## src/rtl/button_pkg.sv

```systemverilog
// Shared constants for the button conditioner: FSM state encodings and default
// debounce/repeat lengths, also imported by the testbench.
package button_pkg;

    localparam logic [1:0] S_Idle      = 2'd0;
    localparam logic [1:0] S_PressWait = 2'd1;
    localparam logic [1:0] S_Held      = 2'd2;
    localparam logic [1:0] S_RelWait   = 2'd3;

    localparam int DEBOUNCE_CYCLES_DEF = 4;
    localparam int CNT_W_DEF           = 16;
    localparam int REPEAT_CYCLES_DEF   = 8;
    localparam int RPT_W               = 16;

endpackage

```

## src/rtl/sync_2ff.sv

```systemverilog
// Two-flop synchroniser for a single asynchronous input bit, cleared by an
// asynchronous active-low reset.
module sync_2ff (
    input  logic Clk,
    input  logic Rst_n,
    input  logic d_i,
    output logic q_o
);

    logic sync1_q;
    logic sync2_q;

    always_ff @(posedge Clk or negedge Rst_n) begin
        if (!Rst_n) begin
            sync1_q <= 1'b0;
            sync2_q <= 1'b0;
        end else begin
            sync1_q <= d_i;
            sync2_q <= sync1_q;
        end
    end

    assign q_o = sync2_q;

endmodule

```

## src/rtl/button_conditioner.sv

```systemverilog
// Synchronises and debounces a raw push-button, producing a one-cycle press pulse
// and a debounced level. Define BUTTON_CONDITIONER_AUTOREPEAT_EN for held auto-repeat.
module button_conditioner
    import button_pkg::*;
#(
    parameter int DEBOUNCE_CYCLES = DEBOUNCE_CYCLES_DEF,
    parameter int CNT_W           = CNT_W_DEF,
    parameter int REPEAT_CYCLES   = REPEAT_CYCLES_DEF
) (
    input  logic Clk,
    input  logic Rst_n,
    input  logic Btn,
    output logic Pulse,
    output logic Level
);

    localparam logic [CNT_W-1:0] CNT_LAST = CNT_W'(DEBOUNCE_CYCLES - 1);

    if (DEBOUNCE_CYCLES < 2 || DEBOUNCE_CYCLES > 65535 || (2 ** CNT_W) <= DEBOUNCE_CYCLES) begin : g_bad_debounce
        $error("button_conditioner: illegal DEBOUNCE_CYCLES/CNT_W");
    end
    if (REPEAT_CYCLES < 2 || REPEAT_CYCLES > 65535) begin : g_bad_repeat
        $error("button_conditioner: illegal REPEAT_CYCLES");
    end

    logic             btn_sync;
    logic [1:0]       state_q, state_d;
    logic [CNT_W-1:0] cnt_q, cnt_d;
    logic             pulse_q, pulse_d;
    logic             level_q, level_d;

    sync_2ff u_sync (
        .Clk   (Clk),
        .Rst_n (Rst_n),
        .d_i   (Btn),
        .q_o   (btn_sync)
    );

`ifdef BUTTON_CONDITIONER_AUTOREPEAT_EN
    localparam logic [RPT_W-1:0] RPT_LAST = RPT_W'(REPEAT_CYCLES - 1);
    logic [RPT_W-1:0] rpt_cnt_q, rpt_cnt_d;
`endif

    always_comb begin
        state_d = state_q;
        cnt_d   = cnt_q;
        pulse_d = 1'b0;
        level_d = level_q;
`ifdef BUTTON_CONDITIONER_AUTOREPEAT_EN
        rpt_cnt_d = rpt_cnt_q;
`endif
        case (state_q)
            S_Idle: begin
                if (btn_sync) begin
                    state_d = S_PressWait;
                    cnt_d   = '0;
                end
            end
            S_PressWait: begin
                if (!btn_sync) begin
                    state_d = S_Idle;
                end else if (cnt_q == CNT_LAST) begin
                    state_d = S_Held;
                    pulse_d = 1'b1;
                    level_d = 1'b1;
`ifdef BUTTON_CONDITIONER_AUTOREPEAT_EN
                    rpt_cnt_d = '0;
`endif
                end else begin
                    cnt_d = cnt_q + 1'b1;
                end
            end
            S_Held: begin
                if (!btn_sync) begin
                    state_d = S_RelWait;
                    cnt_d   = '0;
`ifdef BUTTON_CONDITIONER_AUTOREPEAT_EN
                    rpt_cnt_d = '0;
                end else if (rpt_cnt_q == RPT_LAST) begin
                    pulse_d   = 1'b1;
                    rpt_cnt_d = '0;
                end else begin
                    rpt_cnt_d = rpt_cnt_q + 1'b1;
`endif
                end
            end
            S_RelWait: begin
                // A release bounce returns to Held silently; it is not a new press.
                if (btn_sync) begin
                    state_d = S_Held;
`ifdef BUTTON_CONDITIONER_AUTOREPEAT_EN
                    rpt_cnt_d = '0;
`endif
                end else if (cnt_q == CNT_LAST) begin
                    state_d = S_Idle;
                    level_d = 1'b0;
                end else begin
                    cnt_d = cnt_q + 1'b1;
                end
            end
            default: state_d = S_Idle;
        endcase
    end

    always_ff @(posedge Clk or negedge Rst_n) begin
        if (!Rst_n) begin
            state_q <= S_Idle;
            cnt_q   <= '0;
            pulse_q <= 1'b0;
            level_q <= 1'b0;
        end else begin
            state_q <= state_d;
            cnt_q   <= cnt_d;
            pulse_q <= pulse_d;
            level_q <= level_d;
        end
    end

`ifdef BUTTON_CONDITIONER_AUTOREPEAT_EN
    always_ff @(posedge Clk or negedge Rst_n) begin
        if (!Rst_n) begin
            rpt_cnt_q <= '0;
        end else begin
            rpt_cnt_q <= rpt_cnt_d;
        end
    end
`endif

    assign Pulse = pulse_q;
    assign Level = level_q;

endmodule

```

## config.mk

```make
export PLATFORM = sky130hd
export DESIGN_NAME = button_conditioner
export DESIGN_NICKNAME = d
export VERILOG_FILES = /design/src/rtl/button_pkg.sv /design/src/rtl/sync_2ff.sv /design/src/rtl/button_conditioner.sv
export SDC_FILE = /design/constraint.sdc
export NUM_CORES = 1
export LEC_CHECK = 0
export BUFFER_PORTS_ARGS = -buffer_cell sky130_fd_sc_hd__buf_4
export CAP_MARGIN = 10
export CORE_AREA = 4 4 49 55
export DETAILED_ROUTE_END_ITERATION = 10
export DIE_AREA = 0 0 53 59
export GPL_TIMING_DRIVEN = 0
export PLACE_DENSITY = 0.83
export SYNTH_ARGS = -nofsm -noshare
export SYNTH_HDL_FRONTEND = slang
export SYNTH_SLANG_ARGS = --single-unit
```

## constraint.sdc

```tcl
create_clock -name Clk -period 2.52 [get_ports Clk]
set_input_delay 0.378 -clock Clk [delete_from_list [all_inputs] [get_ports Clk]]
set_output_delay 0.378 -clock Clk [all_outputs]
set_load 0.02 [all_outputs]
```

== After elaboration in Yosys (flattened, before gate mapping) ==
Index checks and enable logic that the tools add are counted.
Storage, ports and cells
  input bits: 3
  word-level logic and storage cells: 45
  output and inout port bits: 2
  register bits after elaboration: 22
Operators by class
  multiplexer cells: 21
  eq/ne operators: 12
  reductions and logical operators: 5
  $add $sub $neg: 1
Operator list (number)
  16-bit 2-to-1 mux: 5
  16-bit case mux with 4 select lines: 1
  16-bit by 1-bit adder with 16-bit output, second input constant: 1
  16-bit by 2-bit == test with 1-bit output, second input constant: 1
  2-bit 2-to-1 mux: 6
  2-bit inequality test, second input constant: 4
  2-bit case mux with 4 select lines: 1
  4-bit AND reduction: 2
  1-bit 2-to-1 mux: 7
  5-bit AND reduction: 1
  2-bit == test, second input constant: 2
  2-bit by 1-bit inequality test with 1-bit output, second input constant: 2
  3-bit by 2-bit inequality test with 1-bit output, second input constant: 1
  3-bit inequality test, second input constant: 1
  2-bit by 1-bit == test with 1-bit output, second input constant: 1
  2-bit zero test: 1
  1-bit case mux with 2 select lines: 1
  2-bit nonzero test: 1

== Logic depth before layout (Yosys ltp) ==
  word-level depth: 4
  depth in mapped cells: 7
  gate-level depth less buffers: 6

== Hierarchy ==
Synthesis repeated with hierarchy kept, for this count alone.
Second synthesis, totals
  cell total of the unflattened synthesis: 129
  area total of the unflattened synthesis: 1196.1 um2
By module, submodules not included
  button_conditioner: times used 1, cells an instance 127, seq. area each 500.5 um2, area each 1146.1 um2
  sync_2ff: times used 1, cells an instance 2, seq. area each 50.0 um2, area each 50.0 um2

== Worst setup path before layout ==
No wires, ideal clock.
  kind: flip-flop to flip-flop
  start: register cnt_q[0]
  end: register cnt_q[12]
  path buffers: 0
  arrival time: 1.624 ns
  path slack: 0.773 ns
  clock period less this slack: 1.747 ns
  stages on the path, launching flop included: 6
  data required time: 2.396 ns
  library setup time: 0.124 ns
  cell sequence: dfrtp_1 ha_1 nand4_1 or4_4 and3_4 a211o_1
Between the ends
  word-level cells in the longest chain between the ends: 4
  elaborated cells on any way between the ends: 6
  those cells by class: add/sub: 1; eq/ne: 1; mux: 4
Ends and longest elaborated chain
  start: declaration: RTL line button_conditioner.sv:28  | logic [CNT_W-1:0] cnt_q, cnt_d;
  start signal: assignment: RTL line button_conditioner.sv:113  | cnt_q <= cnt_d;
  16-bit by 1-bit adder with 16-bit output or 16-bit by 2-bit == test with 1-bit output (tied branches)
  16-bit 2-to-1 mux *: RTL line button_conditioner.sv:62, button_conditioner.sv:94
  16-bit 2-to-1 mux, on equally long branches: RTL line button_conditioner.sv:89, button_conditioner.sv:60
  16-bit case mux with 4 select lines *: RTL line button_conditioner.sv:52  | case (state_q)
Every way passes the cells marked *; elsewhere a longest branch is shown, timed or not. The select of a mux whose other input is x is not followed.
A chain may end at the register's enable or synchronous reset.

== Worst setup path in the final report ==
  start: register cnt_q[0]
  end: register cnt_q[2]
The elaborated chain is that of the path after synthesis.

==> impl_results.md <==
- Synth cell types: 40
- Vias per cell: 6.47
- Worst-case vdd ir drop: 0.577 mV
- Crit path cell chain: ha_1, nor4b_1, a41o_2, inv_2, buf_4, nand4b_1, o211ai_1
- Worst path slowest cell: dfrtp_1
- Crit start category: register
- Post-Place Worst Slack: 0.535 ns
- Largest cells by area after synthesis: dfrtp_1 (46%), nand2_1 (7.5%), nand3_1 (3.3%)
- Hold crit path type: input port to register
- Placed cell count: 165
- LEAKAGE: 0.590 nW
- RSZ-0062 raised after global routing: false
- Final worst clock skew: 0.00643 ns
- CTS tree: built
- Inserted Diodes: 0
- Finished Layout Cells: 170
- Post-Syn Area: 0.00121 sq mm
- CP startpoint: cnt_q[0]
- Worst r2r src: cnt_q[0]
- Worst slew margin: 55.7%
- Async set-or-reset flop fraction in the synthesized netlist: 100%
- Post-synth EDFFs: 0
- Cell Rows: 18
- Htree depth: 1
- Layout area overhead: 10.8%
- Initial antenna violation count: 0
- CP required: 2.72 ns
- Capturing point of the worst reg2reg path: cnt_q[2]
- Die Wd: 53 microns
- Area after DPL: 0.00128 sq mm
- Via count: 1100
- Syn Inst Count: 131
- DR iter-0 viols: 43
- Nets: 145
- CP Depth: 7
- Buf/Inv on CP: 2
- Die footprint: 0.00313 sq mm
- Worst-Margin Slew: 0.660 ns
- Power Total: 1.04 mW
- Global route overflow: 0
- Drt wl/cell: 15.2 microns
- Worst path max stage delay: 0.45 ns
- Synth Net Count: 135
- Max Transition Viols Final: 0
- Flop2flop setup slack: 0.50 ns
- Crit path time final: 2.02 ns
- Largest net degree at the start of global routing: 23
- Fin crit share: 80.0%
- Crit Path Category: register to register
- DRC: 0
- Critical Path Sink: cnt_q[2]
- Post-synth top area cell: dfrtp_1
- Area share of the leading cell type in the synthesized netlist: 45.5%
- Final GP Congestion: 0.865
- First-pass GRT wire length: 4540 microns
- Top-level port count: 5
- Total track usage: 19.7%
- Worst-path clk slew: 0.13 ns
- Top cells by count, synth: nand2_1 (24), dfrtp_1 (22), nand3_1 (8)
- Core ar.: 0.00218 sq mm
- Fmax: 0.496 GHz
- #FFs+latches synth: 22
- Count leader, synth: nand2_1
- CTS sink cnt: 22
- Post-synthesis sequential area ratio: 45.5%
- Worst-skew pair later-pin latency: 0.31 ns
- CTS buffer count: 3
- Port Buffers: 4
- CP delay by family, top: simple AND/OR/NAND/NOR gates
- Finished Cell Area: 0.00134 sq mm
- Final Hold Fails: 0
- Status: complete, no violations
- Worst Path Arrival: 2.22 ns
- # setup viols final: 0
- Crit. End Element: register
- Worst setup margin: 0.505 ns
- Fraction of layout cells with a size suffix above 1: 15.7%
- Setup TNS: 0 ns
- Post-route ant nets: 0
- Syn avg cell area: 9.23 sq um
- Worst r2r path cells: 7
- PD cells: 773 mW/mm^2
- Initial Utilization: 55.3%
- Detailed placer's ending HPWL: 1830 microns
- Yosys warns: 0
- Crit-path max FO: 10
- DR pass1 iterations: 4
- Clock buffer depth: 2
- CTS Root Cell: clkbuf_4
- Max cap viols: 0
- Die Span Y: 59 microns
- Top FF cell, synth: dfrtp_1
- Vias in the first global route: 1030
- Final wirelength: 2590 microns
-- sequential cells by signal (all words and copies together) (netlist names), named ones only --
signal          count
cnt_q              16
Level               1
Pulse               1
state_q             1
u_sync.q_o          1
u_sync.sync1_q      1
-- routing by layer --
layer,vias to the layer above,share of wire [%],track usage [%]
met5,-,0,0
li1,505,-,-
met3,14,6.2,3.78
met2,47,48,30.5
met1,534,43,25.6
met4,0,3.6,11.3
-- through the flow --
step	hold slack, ns	util (%)
4_1_cts	0.159	61.3
3_3_place_gp	0.281	58.4
2_1_floorplan	0.0824	-
3_5_place_dp	0.284	58.4
5_1_grt	0.147	61.3
6_report	0.164	61.3
-- cell type report --
class	count	area, sq um
Clock buffer	3	22.5
Fill cell	193	846
Clock inverter	1	30.0
Timing Repair Buffer	5	40.0
Buffer	7	35.0
Sequential cell	22	551
Inverter	5	18.8
Tap cell	30	37.5
Multi-Input combinational cell	97	604
-- timing repair --
item,4_1_cts,5_1_grt
buffers inserted,0,0
endpoints found under the hold margin,22,0
gates resized for setup,0,0
endpoints found under the setup margin,0,0
hold buffers,1,0
-- logic make-up after synthesis --
| kind of cell | Yosys count | share of synthesized area, % |
|---|---|---|
| AO/OA/AOI/OAI | 27 | 15.2 |
| XOR/XNOR | 1 | 0.725 |
| adder cells (fa/ha/maj) | 1 | 1.04 |
| buffers and inverters | 12 | 4.45 |
| flip-flops | 22 | 45.5 |
| multiplexers | 1 | 0.828 |
| AND/OR/NAND/NOR | 67 | 32.2 |
-- how the worst min path moves through the flow --
stage	startpoint	slack (ns)	cells after the start	end
2_1_floorplan	Rst_n	0.08	0	Level
6_report	Btn	0.16	1	u_sync.sync1_q
3_3_place_gp	Rst_n	0.28	1	cnt_q[9]
3_5_place_dp	Rst_n	0.28	1	cnt_q[9]
4_1_cts	Btn	0.16	1	u_sync.sync1_q
5_1_grt	Btn	0.15	1	u_sync.sync1_q
-- power breakdown --
part	switching (mW)	internal, mW	leakage [nW]
registers	0.0415	0.392	0.291
clock network	0.112	0.161	0.0279
logic	0.232	0.0976	0.271
total	0.385	0.650	0.590
-- cells in the final DEF (no fill, tap or decap), types with 3 or more instances in the layout --
cell type   n
a21oi_1     5
inv_1       4
nand4_1     5
clkbuf_4    3
o21ai_0     6
nor4_1      4
nand4b_1    3
nor2_1      4
nor3_1      6
buf_4       5
nand3_1     8
a21o_1      3
dfrtp_1    22
nand2_1    24
o211ai_1    3
(Power assumes the default switching activity.)
